`src/rtl/hamming_pkg.sv`:
```
// Shared definitions for the extended-Hamming (SECDED) codec: error classes,
// parity-width sizing and the data-bit to codeword-position mapping.
package hamming_pkg;

  typedef enum logic [1:0] {
    ERR_NONE   = 2'd0,
    ERR_CORR   = 2'd1,
    ERR_UNCORR = 2'd2
  } err_kind_e;

  // Smallest P with 2^P >= data_w + P + 1 (overall parity bit excluded from P).
  function automatic int calc_par_w(input int data_w);
    int res;
    bit found;
    res   = 1;
    found = 1'b0;
    for (int p = 1; p < 8; p++) begin
      if (!found && ((1 << p) >= (data_w + p + 1))) begin
        res   = p;
        found = 1'b1;
      end
    end
    return res;
  endfunction

  function automatic bit is_pow2(input int pos);
    return (pos > 0) && ((pos & (pos - 1)) == 0);
  endfunction

  // Codeword position of data bit k: the k-th non-power-of-two position >= 1.
  function automatic int data_pos(input int k);
    int cnt;
    int res;
    bit found;
    cnt   = 0;
    res   = 0;
    found = 1'b0;
    for (int p = 1; p < 128; p++) begin
      if (!found && !is_pow2(p)) begin
        if (cnt == k) begin
          res   = p;
          found = 1'b1;
        end
        cnt++;
      end
    end
    return res;
  endfunction

endpackage

```
`src/rtl/hamming_syndrome.sv`:
```
// Combinational syndrome / overall-parity generator for an extended-Hamming
// codeword. Shared by the decoder front end and the encoder self-check.
module hamming_syndrome #(
  parameter int CW_W  = 16,
  parameter int PAR_W = 4
) (
  input  logic [CW_W-1:0]  cw_i,
  output logic [PAR_W-1:0] syn_o,
  output logic             op_o
);

  // Syndrome bit i covers every position 1..CW_W-1 whose index has bit i set;
  // position 0 is the overall parity bit and only enters op_o.
  always_comb begin
    syn_o = '0;
    for (int p = 1; p < CW_W; p++) begin
      for (int i = 0; i < PAR_W; i++) begin
        if (((p >> i) & 1) == 1) begin
          syn_o[i] = syn_o[i] ^ cw_i[p];
        end
      end
    end
  end

  assign op_o = ^cw_i;

endmodule

```
`src/rtl/hamming_secded_decoder.sv`:
```
// Two-stage pipelined SECDED decoder with valid/ready stream ports.
// Optional saturating error counters are built when HAMMING_DEC_ERR_CNT_EN is defined.
module hamming_secded_decoder
  import hamming_pkg::*;
#(
  parameter int  DATA_W = 11,
  parameter int  CNT_W  = 16,
  localparam int PAR_W  = calc_par_w(DATA_W),
  localparam int CW_W   = DATA_W + PAR_W + 1
) (
  input  logic              clk,
  input  logic              rst,
  input  logic              in_valid,
  output logic              in_ready,
  input  logic [CW_W-1:0]   in_cw,
  output logic              out_valid,
  input  logic              out_ready,
  output logic [DATA_W-1:0] out_data,
  output logic [1:0]        out_err,
  output logic [PAR_W-1:0]  out_err_pos,
  input  logic              cnt_clr,
  output logic [CNT_W-1:0]  corr_cnt,
  output logic [CNT_W-1:0]  uncorr_cnt
);

  // Handshake: a word moves across a port on a rising edge where valid and
  // ready are both high. The whole pipe advances together whenever the output
  // register is empty or being drained, so in_ready follows out_ready
  // combinationally and stalled outputs stay frozen.
  logic adv;

  logic              s1_valid_q;
  logic [CW_W-1:0]   s1_cw_q;
  logic [PAR_W-1:0]  s1_syn_q;
  logic              s1_op_q;

  logic [PAR_W-1:0]  syn_d;
  logic              op_d;

  logic              s2_valid_q;
  logic [DATA_W-1:0] out_data_q;
  err_kind_e         out_err_q;
  logic [PAR_W-1:0]  out_err_pos_q;

  logic [CW_W-1:0]   corr_cw;
  logic [DATA_W-1:0] extr_data;
  logic [DATA_W-1:0] data_d;
  err_kind_e         err_d;
  logic [PAR_W-1:0]  pos_d;
  logic [31:0]       syn_ext;
  logic              syn_in_range;

  assign adv      = out_ready | ~s2_valid_q;
  assign in_ready = adv;

  hamming_syndrome #(
    .CW_W  (CW_W),
    .PAR_W (PAR_W)
  ) u_syndrome (
    .cw_i  (in_cw),
    .syn_o (syn_d),
    .op_o  (op_d)
  );

  // Stage 1: registered codeword with its syndrome and overall parity.
  always_ff @(posedge clk) begin
    if (rst) begin
      s1_valid_q <= 1'b0;
      s1_cw_q    <= '0;
      s1_syn_q   <= '0;
      s1_op_q    <= 1'b0;
    end else if (adv) begin
      s1_valid_q <= in_valid;
      s1_cw_q    <= in_cw;
      s1_syn_q   <= syn_d;
      s1_op_q    <= op_d;
    end
  end

  assign syn_ext      = 32'(s1_syn_q);
  assign syn_in_range = syn_ext < 32'(CW_W);

  // Classification and single-bit repair. A syndrome beyond the last
  // position can only come from a multi-bit error on shortened codes.
  always_comb begin
    corr_cw = s1_cw_q;
    err_d   = ERR_NONE;
    pos_d   = '0;
    if (s1_valid_q) begin
      if ((s1_syn_q == '0) && !s1_op_q) begin
        err_d = ERR_NONE;
      end else if (s1_op_q && syn_in_range) begin
        err_d = ERR_CORR;
        pos_d = s1_syn_q;
        for (int p = 0; p < CW_W; p++) begin
          if (syn_ext == 32'(p)) begin
            corr_cw[p] = ~s1_cw_q[p];
          end
        end
      end else begin
        err_d = ERR_UNCORR;
      end
    end
  end

  for (genvar k = 0; k < DATA_W; k++) begin : g_extract
    localparam int POS = data_pos(k);
    assign extr_data[k] = corr_cw[POS];
  end

  assign data_d = s1_valid_q ? extr_data : '0;

  // Stage 2: output register.
  always_ff @(posedge clk) begin
    if (rst) begin
      s2_valid_q    <= 1'b0;
      out_data_q    <= '0;
      out_err_q     <= ERR_NONE;
      out_err_pos_q <= '0;
    end else if (adv) begin
      s2_valid_q    <= s1_valid_q;
      out_data_q    <= data_d;
      out_err_q     <= err_d;
      out_err_pos_q <= pos_d;
    end
  end

  assign out_valid   = s2_valid_q;
  assign out_data    = out_data_q;
  assign out_err     = out_err_q;
  assign out_err_pos = out_err_pos_q;

`ifdef HAMMING_DEC_ERR_CNT_EN
  logic             out_xfer;
  logic [CNT_W-1:0] corr_cnt_q;
  logic [CNT_W-1:0] corr_cnt_d;
  logic [CNT_W-1:0] uncorr_cnt_q;
  logic [CNT_W-1:0] uncorr_cnt_d;

  assign out_xfer = s2_valid_q & out_ready;

  // Clear wins over a coincident increment; both counters stick at all-ones.
  always_comb begin
    corr_cnt_d   = corr_cnt_q;
    uncorr_cnt_d = uncorr_cnt_q;
    if (cnt_clr) begin
      corr_cnt_d   = '0;
      uncorr_cnt_d = '0;
    end else if (out_xfer) begin
      if ((out_err_q == ERR_CORR) && (corr_cnt_q != '1)) begin
        corr_cnt_d = corr_cnt_q + 1'b1;
      end
      if ((out_err_q == ERR_UNCORR) && (uncorr_cnt_q != '1)) begin
        uncorr_cnt_d = uncorr_cnt_q + 1'b1;
      end
    end
  end

  always_ff @(posedge clk) begin
    if (rst) begin
      corr_cnt_q   <= '0;
      uncorr_cnt_q <= '0;
    end else begin
      corr_cnt_q   <= corr_cnt_d;
      uncorr_cnt_q <= uncorr_cnt_d;
    end
  end

  assign corr_cnt   = corr_cnt_q;
  assign uncorr_cnt = uncorr_cnt_q;
`else
  logic unused_cnt_clr;

  assign unused_cnt_clr = cnt_clr;
  assign corr_cnt       = '0;
  assign uncorr_cnt     = '0;
`endif

endmodule

```
`config.mk`:
```
export PLATFORM = sky130hd
export DESIGN_NAME = hamming_secded_decoder
export DESIGN_NICKNAME = d
export VERILOG_FILES = /design/src/rtl/hamming_pkg.sv /design/src/rtl/hamming_syndrome.sv /design/src/rtl/hamming_secded_decoder.sv
export SDC_FILE = /design/constraint.sdc
export NUM_CORES = 1
export LEC_CHECK = 0
export ABC_AREA = 1
export BUFFER_PORTS_ARGS = -buffer_cell sky130_fd_sc_hd__buf_2
export CAP_MARGIN = 20
export CORE_MARGIN = 3
export CORE_UTILIZATION = 48
export DETAILED_ROUTE_END_ITERATION = 8
export GPL_TIMING_DRIVEN = 0
export HOLD_SLACK_MARGIN = 0.15
export PLACE_DENSITY = 0.76
export SLEW_MARGIN = 40
export SYNTH_ARGS = -nofsm -noshare
export SYNTH_HDL_FRONTEND = slang
export SYNTH_SLANG_ARGS = --single-unit
```
`constraint.sdc`:
```
create_clock -name clk -period 1.3 [get_ports clk]
set_input_delay 0.065 -clock clk [delete_from_list [all_inputs] [get_ports clk]]
set_output_delay 0.065 -clock clk [all_outputs]
set_load 0.02 [all_outputs]
```
==> results.md <==
* Final Non-Filler Cells at 473
* Clock Sinks at 35
* CTS clk-pin slew, worst paths at 0.07 ns
* Final worst-path cycle share at 0.9513
* Power Total at 3.081 mW
* Drt pass-1 iters at 4
* CP Launch Type: flop
* Area contributors post-synth: dfxtp_1 (32%), nand2_1 (18%), buf_4 (11%), a21oi_1 (8.3%), inv_1 (5.5%)
* Num CTS Buffers at 5
* Filler cell count in the final layout at 385
* Fin. Hold Viols at 0
* Global-route wire length before repair at 8280 um
* Worst endpoint required time at 1.24 ns
* Hold Crit Class: in2reg
* Crit path launch: out_valid$_SDFFE_PP0P_
* Post-layout min period at 1.237 ns
* Path length in cells of the critical path at 5
* Drt total wl at 4925 um
* Vias in the first global route at 1,961
* Post-synth top flop: dfxtp_1
* Crit Path Max Fanout at 10
* Number of synthesized register bits at 35
* Register area share after synthesis at 0.3226
* Fin Hold WS at 0.1472 ns
* Die height at 73.27 um
* Count leader, synth: nand2_1
* MaxCap Viol Count at 0
* Largest area contributor in the netlist: dfxtp_1
* Leakage power figure at 1.517 nW
* Post-DR vias/cell at 4.556
* Full die area at 5368 um2
* Critical path buffer and inverter count at 4
* R2R Setup Slk at 0.12 ns
* Post-synthesis cell count at 334
* Row cnt at 23
* GR Overflow Total at 0
* Peak Freq at 808.6 MHz
* Placed cells at 452
* Post-synth EDFFs at 0
* DR iter-0 viols at 94
* Post-route setup slack at 0.06328 ns
* Delay-heaviest family, CP: buffers and inverters
* Core footprint at 4173 um2
* Pin count of the biggest net entering global routing at 13
* DRC Markers at 0
* WHS Path Cells at 3
* RSZ-0062 raised after global routing: true
* All-Layer GR Usage at 0.1950
* I/O pins at 72
* Bufs on Longest Clock Path at 2
* Routability cong. at 0.9059
* Layout area overhead at 32.26%
* WP data arrival at 1.17 ns
* Initial Util at 0.5205
* Detail Placement HPWL at 3810 um
* Initial antenna violation count at 0
* Fin. max-slew vios at 0
* Crit-path cells: inv_2 -> nor2_4 -> inv_4 -> buf_8 -> buf_4
* Worst vdd ir at 496.1 uV
* Top cell type's share of synthesized area at 0.3226
* Routing usage on met2 at 0.3674
* Reg2reg end: out_err_pos[1]$_SDFFE_PP0P_
* Chip width at 73.27 um
* Antenna cell count at 0
* Launching point of the worst reg2reg path: out_valid$_SDFFE_PP0P_
* Status: complete, no violations
* WL/cell at 10.41 um
* Synth unique cells at 23
* CTS Root Cell: clkbuf_8
* Power per cell area at 1073 nW/um2
* WS Path Type: reg2out
* Worst setup EP type: output port
* Top cells by instance count after synthesis: nand2_1 (103), a21oi_1 (36), dfxtp_1 (35), buf_4 (33), inv_1 (32)
* Final clock skew at 0.004875 ns
* Ys Warns at 0
* Largest stage delay on the critical path at 0.34 ns
* Setup violators final at 0
* Layout cells sized above 1 at 0.3002
* Synthesized area at 2172 um2
* Met1 GRT Util at 0.2239
* Vias at 2,155
* CTS H-tree lvls at 2
* TritonCTS clock tree: yes
* PortBufs at 37
* Syn avg cell area at 6.503 um2
* Pre-CTS setup slack at -0.01924 ns
* Cells on worst reg2reg path at 8
* Slowest-stage cell, CP: dfxtp_2
* GR Layer Usage met3 at 0.03420
* Grt peak-use layer: met2
* Ys async rst share at 0
* Nets@finish at 443
* Worst Hold Path EP: s1_cw_q[12]$_SDFFE_PP0P_
* Hold path start: in_cw[12]
* Post-DRT Antenna Nets at 0
* Later-pin clock latency in the skew report at 0.28 ns
## where the power goes
part | switching, mW | total [mW] | internal (mW)
clock | 0.384 | 1.15 | 0.765
sequential | 0.0673 | 1.21 | 1.14
combinational | 0.439 | 0.723 | 0.285
total | 0.890 | 3.08 | 2.19
## how the worst max path moves through the flow
stage                                           to  slack (ns)
after floorplan           s1_cw_q[11]$_SDFFE_PP0P_      0.0004
after global placement                    in_ready        0.03
after detailed placement                  in_ready       -0.02
after CTS                                 in_ready       0.003
after global routing      out_data[4]$_SDFFE_PP0P_      -0.005
final                                     in_ready        0.06
## cells in the final DEF, fill, tap and decap left out, types with 2 or more instances in the layout
cell,n
o21ai_0,16
conb_1,32
nor2_1,9
nand3_1,15
buf_4,39
clkbuf_4,2
dfxtp_1,30
nor2_4,5
xnor2_1,7
a21oi_2,3
nor2_2,2
xor2_1,2
o21ai_1,4
inv_4,2
dfxtp_2,4
buf_2,35
inv_1,30
dlygate4sd3_1,8
inv_2,11
clkbuf_8,5
nand2_2,12
o21bai_1,5
dlymetal6s4s_1,2
bufinv_16,2
a21oi_1,34
nand2_1,99
## area by class of cell
cell class              count  area, um2  area share
plain buffers              39      295.3      0.1028
well taps                  50      62.56     0.02178
repair buffers             50      324.1      0.1128
clock buffers               5      68.82     0.02395
inverters                  43      166.4     0.05793
flip-flops and latches     35      709.4      0.2470
clock inverters             3      67.56     0.02352
multi-input cells         248       1179      0.4103
## sequential cells by signal (all words and copies together), names as in the netlist
| signal | count |
|---|---|
| out_err_pos | 4 |
| s1_valid_q | 1 |
| s1_cw_q | 11 |
| s1_op_q | 1 |
| out_data | 11 |
| s1_syn_q | 4 |
| out_err | 2 |
| out_valid | 1 |
## logic make-up after synthesis
group	share of synthesized area
AND/OR/NAND/NOR	0.2846
buffers and inverters	0.2010
AO/OA/AOI/OAI	0.1538
flip-flops	0.3226
XOR/XNOR	0.03629
other	0.001726
## per-stage QoR
step	utilization	cell area [um2]	setup TNS (ns)
floorplan	-	2288	0
global placement	0.6078	2536	0
detailed placement	0.6078	2536	-0.01924
CTS	0.6723	2805	0
global route	0.6885	2873	-0.005352
finish	0.6885	2873	0
## routing by layer
layer | share of wire | routed length [um]
met5 | 0 | 0
met4 | 0.0099 | 49
met3 | 0.053 | 261
met2 | 0.53 | 2612
met1 | 0.41 | 2001
## repair_timing
| action | 4_1_cts | 5_1_grt |
|---|---|---|
| hold endpoints to repair | 17 | 0 |
| setup endpoints to repair | 2 | 28 |
| cloned | 0 | 0 |
| resized for setup | 5 | 27 |
| pin swaps | 2 | 4 |
| setup buffers | 2 | 3 |
| hold buffers | 10 | 0 |
## worst reg2reg max path, stage by stage (launching register included)
cell and delay [ns]:
dfxtp_2 0.33, inv_2 0.06, nor2_4 0.05, buf_6 0.13, nor2_4 0.12, inv_4 0.07, nor2_4 0.17, nand2_2 0.06
a21oi_1 0.14
Power figures use the tool's default switching activity.
